==> src/rtl/sprite_render_if.sv <==
// sprite_render_if
// Read bus between the sprite renderer and the 16-bit x 2^AWIDTH sprite BRAM.
//   spr_rd_en_o    renderer -> BRAM  read enable
//   spr_rd_addr_o  renderer -> BRAM  read address {row[4:0], word[2:0]}
//   spr_rd_data_i  BRAM -> renderer  read data, valid one cycle after spr_rd_en_o
// Modports: master (renderer side), slave (BRAM side).
interface sprite_render_if #(
    parameter int AWIDTH = 8
) ();
    logic              spr_rd_en_o;
    logic [AWIDTH-1:0] spr_rd_addr_o;
    logic [15:0]       spr_rd_data_i;

    modport master (
        output spr_rd_en_o,
        output spr_rd_addr_o,
        input  spr_rd_data_i
    );

    modport slave (
        input  spr_rd_en_o,
        input  spr_rd_addr_o,
        output spr_rd_data_i
    );
endinterface

==> src/rtl/sprite_render.sv <==
// sprite_render
// Per-scanline sprite fetch and pixel output stage for one 32x32, 4 bpp sprite.
// At each line start it decides whether the sprite covers the upcoming line; if
// so it reads that sprite row (8 x 16-bit words) from the sprite BRAM into a
// local line buffer, then emits the sprite pixel index in step with the pixel
// strobe. Coordinates wrap modulo 2^H_WIDTH in both directions.
//
// Ports:
//   clk            video clock, all logic on posedge
//   reset_i        asynchronous active-high reset
//   line_start_i   one-cycle pulse at the start of horizontal blank
//   h_count_i      current pixel column (valid with pixel_en_i)
//   v_count_i      line about to be displayed (valid with line_start_i)
//   pixel_en_i     one-cycle strobe per visible pixel
//   sprite_en_i    sprite enable, sampled at line_start_i
//   sprite_x_i     sprite left column, sampled at line_start_i
//   sprite_y_i     sprite top line, sampled at line_start_i
//   hflip_i        horizontal flip, sampled at line_start_i (SPRITE_HFLIP_EN only)
//   spr            sprite BRAM read bus (sprite_render_if.master)
//   pixel_o        sprite pixel index, 0 when transparent / out of range
//   pixel_valid_o  pixel is opaque at this position
//   busy_o         row fetch in progress (FETCH or DRAIN)
//
// Build option: define SPRITE_HFLIP_EN to add the hflip_i port.
module sprite_render #(
    parameter int AWIDTH  = 8,
    parameter int H_WIDTH = 11
) (
    input  logic               clk,
    input  logic               reset_i,
    input  logic               line_start_i,
    input  logic [H_WIDTH-1:0] h_count_i,
    input  logic [H_WIDTH-1:0] v_count_i,
    input  logic               pixel_en_i,
    input  logic               sprite_en_i,
    input  logic [H_WIDTH-1:0] sprite_x_i,
    input  logic [H_WIDTH-1:0] sprite_y_i,
`ifdef SPRITE_HFLIP_EN
    input  logic               hflip_i,
`endif
    sprite_render_if.master    spr,
    output logic [3:0]         pixel_o,
    output logic               pixel_valid_o,
    output logic               busy_o
);

    typedef enum logic [1:0] {IDLE, FETCH, DRAIN, READY} state_t;

    state_t             state_reg, state_next;
    logic [2:0]         k_reg, k_next;
    logic [4:0]         row_reg, row_next;
    logic [H_WIDTH-1:0] x_reg, x_next;
    logic               line_valid_reg, line_valid_next;
    logic               rd_en_reg, rd_en_next;
    logic [AWIDTH-1:0]  rd_addr_reg, rd_addr_next;
    logic               capture_reg;
    logic [2:0]         capture_idx_reg;
    logic [3:0]         pixel_reg, pixel_next;
    logic               pixel_valid_reg, pixel_valid_next;
    logic               hflip_reg, hflip_next;

    // Line buffer: one sprite row, 8 words of 4 pixels each.
    logic [15:0] line_buf [8];

    // Decision inputs for the upcoming line.
    logic [H_WIDTH-1:0] line_row;
    logic               line_hit;
    assign line_row = v_count_i - sprite_y_i;
    assign line_hit = sprite_en_i && (line_row[H_WIDTH-1:5] == '0);

`ifdef SPRITE_HFLIP_EN
    logic hflip_in;
    assign hflip_in = hflip_i;
`else
    logic hflip_in;
    assign hflip_in = 1'b0;
`endif

    // Pixel lookup: column relative to the latched sprite left edge.
    logic [H_WIDTH-1:0] col;
    logic               in_range;
    logic [4:0]         eff_col;
    logic [15:0]        sel_word;
    logic [3:0]         word_nib [4];
    logic [3:0]         sel_nib;

    assign col      = h_count_i - x_reg;
    assign in_range = line_valid_reg && (col[H_WIDTH-1:5] == '0);
    // Flipped column 31-col equals the bitwise complement of a 5-bit column.
    assign eff_col  = hflip_reg ? ~col[4:0] : col[4:0];
    assign sel_word = line_buf[eff_col[4:2]];

    // Nibble 0 is the leftmost pixel and lives in the top bits of the word.
    generate
        for (genvar gi = 0; gi < 4; gi++) begin : g_nib
            assign word_nib[gi] = sel_word[15-4*gi -: 4];
        end
    endgenerate
    assign sel_nib = word_nib[eff_col[1:0]];

    always_comb begin
        state_next       = state_reg;
        k_next           = k_reg;
        row_next         = row_reg;
        x_next           = x_reg;
        line_valid_next  = line_valid_reg;
        rd_en_next       = 1'b0;
        rd_addr_next     = rd_addr_reg;
        hflip_next       = hflip_reg;
        pixel_next       = pixel_reg;
        pixel_valid_next = pixel_valid_reg;

        if (line_start_i) begin
            // A new line always wins, even mid-fetch; the old row is dropped.
            x_next          = sprite_x_i;
            hflip_next      = hflip_in;
            row_next        = line_row[4:0];
            line_valid_next = 1'b0;
            k_next          = 3'd0;
            if (line_hit) begin
                state_next   = FETCH;
                rd_en_next   = 1'b1;
                rd_addr_next = AWIDTH'({line_row[4:0], 3'd0});
            end else begin
                state_next   = IDLE;
            end
        end else begin
            case (state_reg)
                FETCH: begin
                    if (k_reg == 3'd7) begin
                        state_next = DRAIN;
                    end else begin
                        k_next       = k_reg + 3'd1;
                        rd_en_next   = 1'b1;
                        rd_addr_next = AWIDTH'({row_reg, k_reg + 3'd1});
                    end
                end
                DRAIN: begin
                    // Word 7 is written on this same edge.
                    state_next      = READY;
                    line_valid_next = 1'b1;
                end
                default: ;
            endcase
        end

        if (pixel_en_i) begin
            pixel_next       = in_range ? sel_nib : 4'd0;
            pixel_valid_next = in_range && (sel_nib != 4'd0);
        end
    end

    always_ff @(posedge clk or posedge reset_i) begin
        if (reset_i) begin
            state_reg       <= IDLE;
            k_reg           <= 3'd0;
            row_reg         <= 5'd0;
            x_reg           <= '0;
            line_valid_reg  <= 1'b0;
            rd_en_reg       <= 1'b0;
            rd_addr_reg     <= '0;
            capture_reg     <= 1'b0;
            capture_idx_reg <= 3'd0;
            hflip_reg       <= 1'b0;
            pixel_reg       <= 4'd0;
            pixel_valid_reg <= 1'b0;
        end else begin
            state_reg       <= state_next;
            k_reg           <= k_next;
            row_reg         <= row_next;
            x_reg           <= x_next;
            line_valid_reg  <= line_valid_next;
            rd_en_reg       <= rd_en_next;
            rd_addr_reg     <= rd_addr_next;
            // Read data returns one cycle after the request; remember its slot.
            capture_reg     <= rd_en_reg;
            capture_idx_reg <= rd_addr_reg[2:0];
            hflip_reg       <= hflip_next;
            pixel_reg       <= pixel_next;
            pixel_valid_reg <= pixel_valid_next;
        end
    end

    // Buffer contents are meaningless until line_valid, so no reset is needed.
    // A late write from an aborted fetch is overwritten by the new fetch.
    always_ff @(posedge clk) begin
        if (capture_reg) begin
            line_buf[capture_idx_reg] <= spr.spr_rd_data_i;
        end
    end

    assign spr.spr_rd_en_o   = rd_en_reg;
    assign spr.spr_rd_addr_o = rd_addr_reg;
    assign pixel_o           = pixel_reg;
    assign pixel_valid_o     = pixel_valid_reg;
    assign busy_o            = (state_reg == FETCH) || (state_reg == DRAIN);

endmodule

==> src/flat_wrapper.sv <==
// flat-port wrapper written by rule: the top's interface ports become plain ports
module sprite_render_flat 
#(
    parameter int AWIDTH  = 8,
    parameter int H_WIDTH = 11
)
  (clk, reset_i, line_start_i, h_count_i, v_count_i, pixel_en_i, sprite_en_i, sprite_x_i, sprite_y_i, pixel_o, pixel_valid_o, busy_o, spr_spr_rd_en_o, spr_spr_rd_addr_o, spr_spr_rd_data_i);
  sprite_render_if #(.AWIDTH(AWIDTH)) spr_i ();
  input  logic clk;
  input  logic reset_i;
  input  logic line_start_i;
  input  logic [H_WIDTH-1:0] h_count_i;
  input  logic [H_WIDTH-1:0] v_count_i;
  input  logic pixel_en_i;
  input  logic sprite_en_i;
  input  logic [H_WIDTH-1:0] sprite_x_i;
  input  logic [H_WIDTH-1:0] sprite_y_i;
  output logic [3:0] pixel_o;
  output logic pixel_valid_o;
  output logic busy_o;
  output wire logic [$bits(spr_i.spr_rd_en_o)-1:0] spr_spr_rd_en_o;
  output wire logic [$bits(spr_i.spr_rd_addr_o)-1:0] spr_spr_rd_addr_o;
  input wire logic [$bits(spr_i.spr_rd_data_i)-1:0] spr_spr_rd_data_i;
  assign spr_spr_rd_en_o = spr_i.spr_rd_en_o;
  assign spr_spr_rd_addr_o = spr_i.spr_rd_addr_o;
  assign spr_i.spr_rd_data_i = spr_spr_rd_data_i;
  sprite_render #(.AWIDTH(AWIDTH), .H_WIDTH(H_WIDTH)) u_core (.clk(clk), .reset_i(reset_i), .line_start_i(line_start_i), .h_count_i(h_count_i), .v_count_i(v_count_i), .pixel_en_i(pixel_en_i), .sprite_en_i(sprite_en_i), .sprite_x_i(sprite_x_i), .sprite_y_i(sprite_y_i), .spr(spr_i), .pixel_o(pixel_o), .pixel_valid_o(pixel_valid_o), .busy_o(busy_o));
endmodule
==> config.mk <==
export PLATFORM = sky130hd
export DESIGN_NAME = sprite_render_flat
export DESIGN_NICKNAME = d
export VERILOG_FILES = /design/src/rtl/sprite_render_if.sv /design/src/rtl/sprite_render.sv /design/src/flat_wrapper.sv
export SDC_FILE = /design/constraint.sdc
export NUM_CORES = 1
export LEC_CHECK = 0
export ABC_AREA = 1
export BUFFER_PORTS_ARGS = -buffer_cell sky130_fd_sc_hd__buf_4
export CORE_ASPECT_RATIO = 1.1
export CORE_UTILIZATION = 35
export DETAILED_ROUTE_END_ITERATION = 7
export PLACE_DENSITY = 0.55
export SLEW_MARGIN = 30
export SYNTH_ARGS = -nofsm -noshare
export SYNTH_HDL_FRONTEND = slang
export SYNTH_SLANG_ARGS = --single-unit
==> constraint.sdc <==
create_clock -name clk -period 3.6 [get_ports clk]
set_input_delay 0.72 -clock clk [delete_from_list [all_inputs] [get_ports clk]]
set_output_delay 0.72 -clock clk [all_outputs]
set_load 0.03 [all_outputs]
==> Word level (Yosys, flattened, before mapping) <==
Memory sizes are Yosys's and may differ from the RTL's.
Cells that the tools add are included.
{ "classes": {"reduce_logical": 13, "eq_ne": 6, "order_cmp": 1, "muxes": 23, "addsub": 3, "n_bitwise": 1} }
{ "op_table": {"columns": ["cell", "n"], "rows": [
  ["8-bit 2-to-1 mux", 4],
  ["11-bit subtractor", 2],
  ["6-bit zero test", 2],
  ["4-bit 2-to-1 mux", 3],
  ["1-bit 2-to-1 mux", 9],
  ["3-bit 2-to-1 mux", 3],
  ["4-bit binary-select mux with 2-bit select", 1],
  ["2-bit 2-to-1 mux", 2],
  ["2-bit one-hot mux with 2 select lines", 1],
  ["2-bit AND reduction", 2],
  ["2-bit nonzero test", 2],
  ["4-bit nonzero test", 1],
  ["3-bit by 1-bit adder with 3-bit output, second input constant", 1],
  ["3-bit == test, second input constant", 1],
  ["3-bit greater-or-equal comparator, second input constant", 1],
  ["1-bit logical AND", 3],
  ["3-bit by 2-bit != test with 1-bit output, second input constant", 1],
  ["2-bit inverter with 3-bit output", 1],
  ["3-bit AND reduction", 1],
  ["3-bit nonzero test", 1],
  ["2-bit by 1-bit == test with 1-bit output, second input constant", 1],
  ["2-bit == test, second input constant", 1],
  ["2-bit by 1-bit != test with 1-bit output, second input constant", 1],
  ["2-bit != test, second input constant", 1],
  ["1-bit logical OR", 1]
]} }
{ "word_totals": {"out_inout_bits": 15, "mem_bits_rw": 128, "regBits": 40, "mem_count": 1, "elab_cells": 59, "input_bits": 65} }
{ "memory_table": {"columns": ["memory", "depth", "width", "read_ports", "rd_ports_with_merged_regs", "write_ports", "line_no", "rtl"], "rows": [
  ["u_core.line_buf", 8, 16, 1, 0, 1, "sprite_render.sv:63", "logic [15:0] line_buf [8];"]
]} }

==> Depth between registers and ports, before layout <==
{ "depth": {"ltp_word": 7, "ltp_mapped": 20, "ltp_nobuf": 19} }

==> Least setup slack after synthesis <==
Ideal clock, no wire load.
{ "synth_timing": {"path_kind": "in2reg", "startpoint": "input h_count_i[0]", "endpoint": "register u_core.pixel_valid_reg, in the netlist u_core.pixel_valid_o", "n_path_buf": 2, "slack_ps": 949, "path_stages": 19, "t_arrival_ps": 2534, "cell_sequence": "inv_1 > ha_1 > fa_1 > inv_1 > nand2_1 > buf_4 > buf_4 > nand3_1 > nand2_1 > inv_1 > nand2_1 > nand3_1 > nand3_1 > nand3_1 > nand2_1 > nor2_1 > nand2_1 > nand2_1 > nand2_1"} }
{ "synth_between": {"elab_chain_len": 7} }
{ "synth_lines": {"columns": ["item", "line_no", "rtl"], "rows": [
  ["start: declaration", "flat_wrapper.sv:12", "input logic [H_WIDTH-1:0] h_count_i;"],
  ["11-bit subtractor (*)", "sprite_render.sv:87", "assign col = h_count_i - x_reg;"],
  ["memory 8 x 16 bit or 2-bit inverter with 3-bit output (tied branches)", null, null],
  ["4-bit binary-select mux with 2-bit select", "sprite_render.sv:99", "assign sel_nib = word_nib[eff_col[1:0]];"],
  ["4-bit 2-to-1 mux (implied by the code) (2 in a row)", "sprite_render.sv:99", null],
  ["4-bit nonzero test", "sprite_render.sv:149", "pixel_valid_next = in_range && (sel_nib != 4'd0);"],
  ["1-bit logical AND (*)", "sprite_render.sv:149", null],
  ["end signal: assignment", "sprite_render.sv:180", "pixel_valid_reg <= pixel_valid_next;"],
  ["end: declaration", "sprite_render.sv:59", "logic pixel_valid_reg, pixel_valid_next;"]
]} }
Mark *: on every way between the ends. The rest lies on a longest branch, timed or not. The select of a mux whose other input is x is not followed.
A chain may end at the register's enable or synchronous reset.

==> Final worst setup path <==
Same ends and word-level chain as after synthesis.

==> metrics.txt <==
status complete, no violations; Max-slew headroom 0.577; CP most frequent cell nand2_1; DP Area 9040 µm²; Post-Synth Adder-Cell Area 0.0420; H-tree depth 4; port bufs 79; FF-to-FF setup slack 0.90 ns; Syn Nets 918; Clock Skews 0.00741 ns; top cells by area, synth edfxtp_1, dfrtp_1, nand2_1; initial antenna violation count 0; FP Rows 58; first-pass GRT wire length 31700 µm; dominant combinational cell family by area after synthesis simple AND/OR/NAND/NOR gates; worst vdd ir 0.263 mV; Ports 80; layout cells sized above 1 0.151; largest net degree at the start of global routing 56; Worst-path clk slew 0.06 ns; Core Region 22800 µm²; maximum fanout along the worst path 24; CTS tree built; Post-Syn Instances 827; Largest register FFs 128; CTS Buf Count 17; Max clock buf depth 2; RSZ-0062 raised after global routing no; commonest non-fill, non-tap cell in the layout nand2_1; post-synthesis mux area share 0; Final ANT Viol Nets 0; Post-Synth Simple-Gate Area 0.235; clock root cell clkbuf_16; Starting Density 0.355; DIE WIDTH 147 µm; First-pass DRT Iterations 4; ordered list of cells on the worst path buf_4 > inv_1 > ha_1 > fa_1 > inv_1 > nand2_2 > nand2_4 > buf_12 > nand2_1 > o21ai_0 > inv_1 > nand2_1 > nand3_1 > nand3_1 > nand3_1 > nand2_1 > inv_1 > nor2_1 > nand2_1 > nand2_1 > nand2_1; DP HPWL 12700 µm; power density over the cells 558 nW/µm²; Routed Wire Length 19600 µm; fmax 364 MHz; via count 5996; Setup Buffers After CTS 0; Setup crit start kind primary input; most frequent cells in the layout nand2_1, nand3_1, edfxtp_1; CTS sink cnt 168; Final Hold Vio Count 0; P&R area growth vs syn 19.1%; grt total ovfl 0; die area 23800 µm²; Compound-Gate Fraction of Synth Area 0.0412; Layout Nets 997; Sum Neg Setup Slack 0 ns; maxcap violations 0; drt wl/cell 16.1 µm; Tcrit/Tclk final 0.763; Synth Warn # 0; FF+latch count, synth 168; WHS 0.377 ns; hold-fix buffer count after cts 0; chip height 162 µm; DRC viols 0; CP required 3.92 ns; Synth area leader edfxtp_1; Top delay family on crit path simple AND/OR/NAND/NOR gates; clk_lat worst skew 0.42 ns; Worst Tran Pin Value 0.632 ns; Worst path slowest cell fa_1; Lkg Pwr 4.24 nW; final setup fails 0; post-route design area 9650 µm²; Cell Area, Synth 8100 µm²; sequential share of the synthesized area 0.598; GP Congestion 0.888; vias in the first global route 6150; number of diodes 0; Via density 4.92; GRT Total Usage 0.175; Hold Path Class reg -> reg; Worst Path Buf+Inv 6; Synth top area share 0.475; Critical Path Max Stage Delay 0.42 ns; minimum clock period 2.75 ns; Avg Inst Size Synth 9.79 µm²; 1st-iter DRT viols 372; post-synthesis xor/xnor area fraction 0.0119; CP arrival 3.07 ns; total power 0.00538 W; CTS resizes 0; post-synthesis cell type count 32; Final Max Slew Viols 0; crit end category register; WS Path Type in -> reg
==> final timing paths <==
path,start,to,cells after the start
max in group asynchronous,reset_i,u_core.pixel_o[0],3
min reg2reg,u_core.spr.spr_rd_en_o,u_core.capture_reg,0
max reg2reg,u_core.x_reg[0],u_core.pixel_valid_o,19
min,u_core.spr.spr_rd_en_o,u_core.capture_reg,0
max,h_count_i[0],u_core.pixel_valid_o,21
min in group asynchronous,reset_i,u_core.row_reg[3],3
==> where the power goes <==
group	internal, W	total, W	switching (W)
registers	0.00221	0.00228	0.0000655
clock network	0.00114	0.00186	0.000718
logic	0.000432	0.00124	0.000809
total	0.00379	0.00538	0.00159
==> logic make-up (layout without fill, tap and decap cells) <==
kind of cell	count (synthesis)	in the layout
AOI/OAI and AO/OA	63	63
xor gates and xnor gates	11	11
adders and majority gates	26	26
buffers and inverters	136	228
DFF	168	168
and+or+nand+nor	423	423
==> routing by layer <==
layer	wire [µm]	track usage
met3	850	0.0342
met2	9760	0.307
met1	8610	0.212
met5	0	0
met4	397	0.0665
==> Yosys cell counts, drive strengths merged <==
| library cell | n |
|---|---|
| a21o | 4 |
| a21oi | 21 |
| buf | 29 |
| clkbuf | 7 |
| dfrtp | 40 |
| edfxtp | 128 |
| fa | 2 |
| ha | 24 |
| inv | 100 |
| nand2 | 213 |
| nand3 | 144 |
| nand3b | 6 |
| nand4 | 26 |
| nor2 | 26 |
| nor3 | 7 |
| o211ai | 1 |
| o21ai | 36 |
| o21bai | 1 |
| or2 | 1 |
| xnor2 | 3 |
| xor2 | 8 |
==> stage by stage <==
step | utilization | cells | worst slack (ns)
6_report | 0.423 | 1219 | 0.855
5_1_grt | 0.423 | 1219 | 0.569
4_1_cts | 0.423 | 1219 | 0.847
3_5_place_dp | 0.397 | 1187 | 0.400
3_3_place_gp | 0.397 | 1187 | 0.389
2_1_floorplan | - | 827 | 0.949
==> final cells by class <==
class	count	area (µm²)
Tap cell	300	375
Clock buffer	24	482
Sequential cell	168	4840
Multi-Input combinational cell	523	2680
Timing Repair Buffer	96	771
Clock inverter	8	120
Inverter	100	375
Fill cell	2270	13100
No activity file was read; power rests on OpenSTA's default activity.
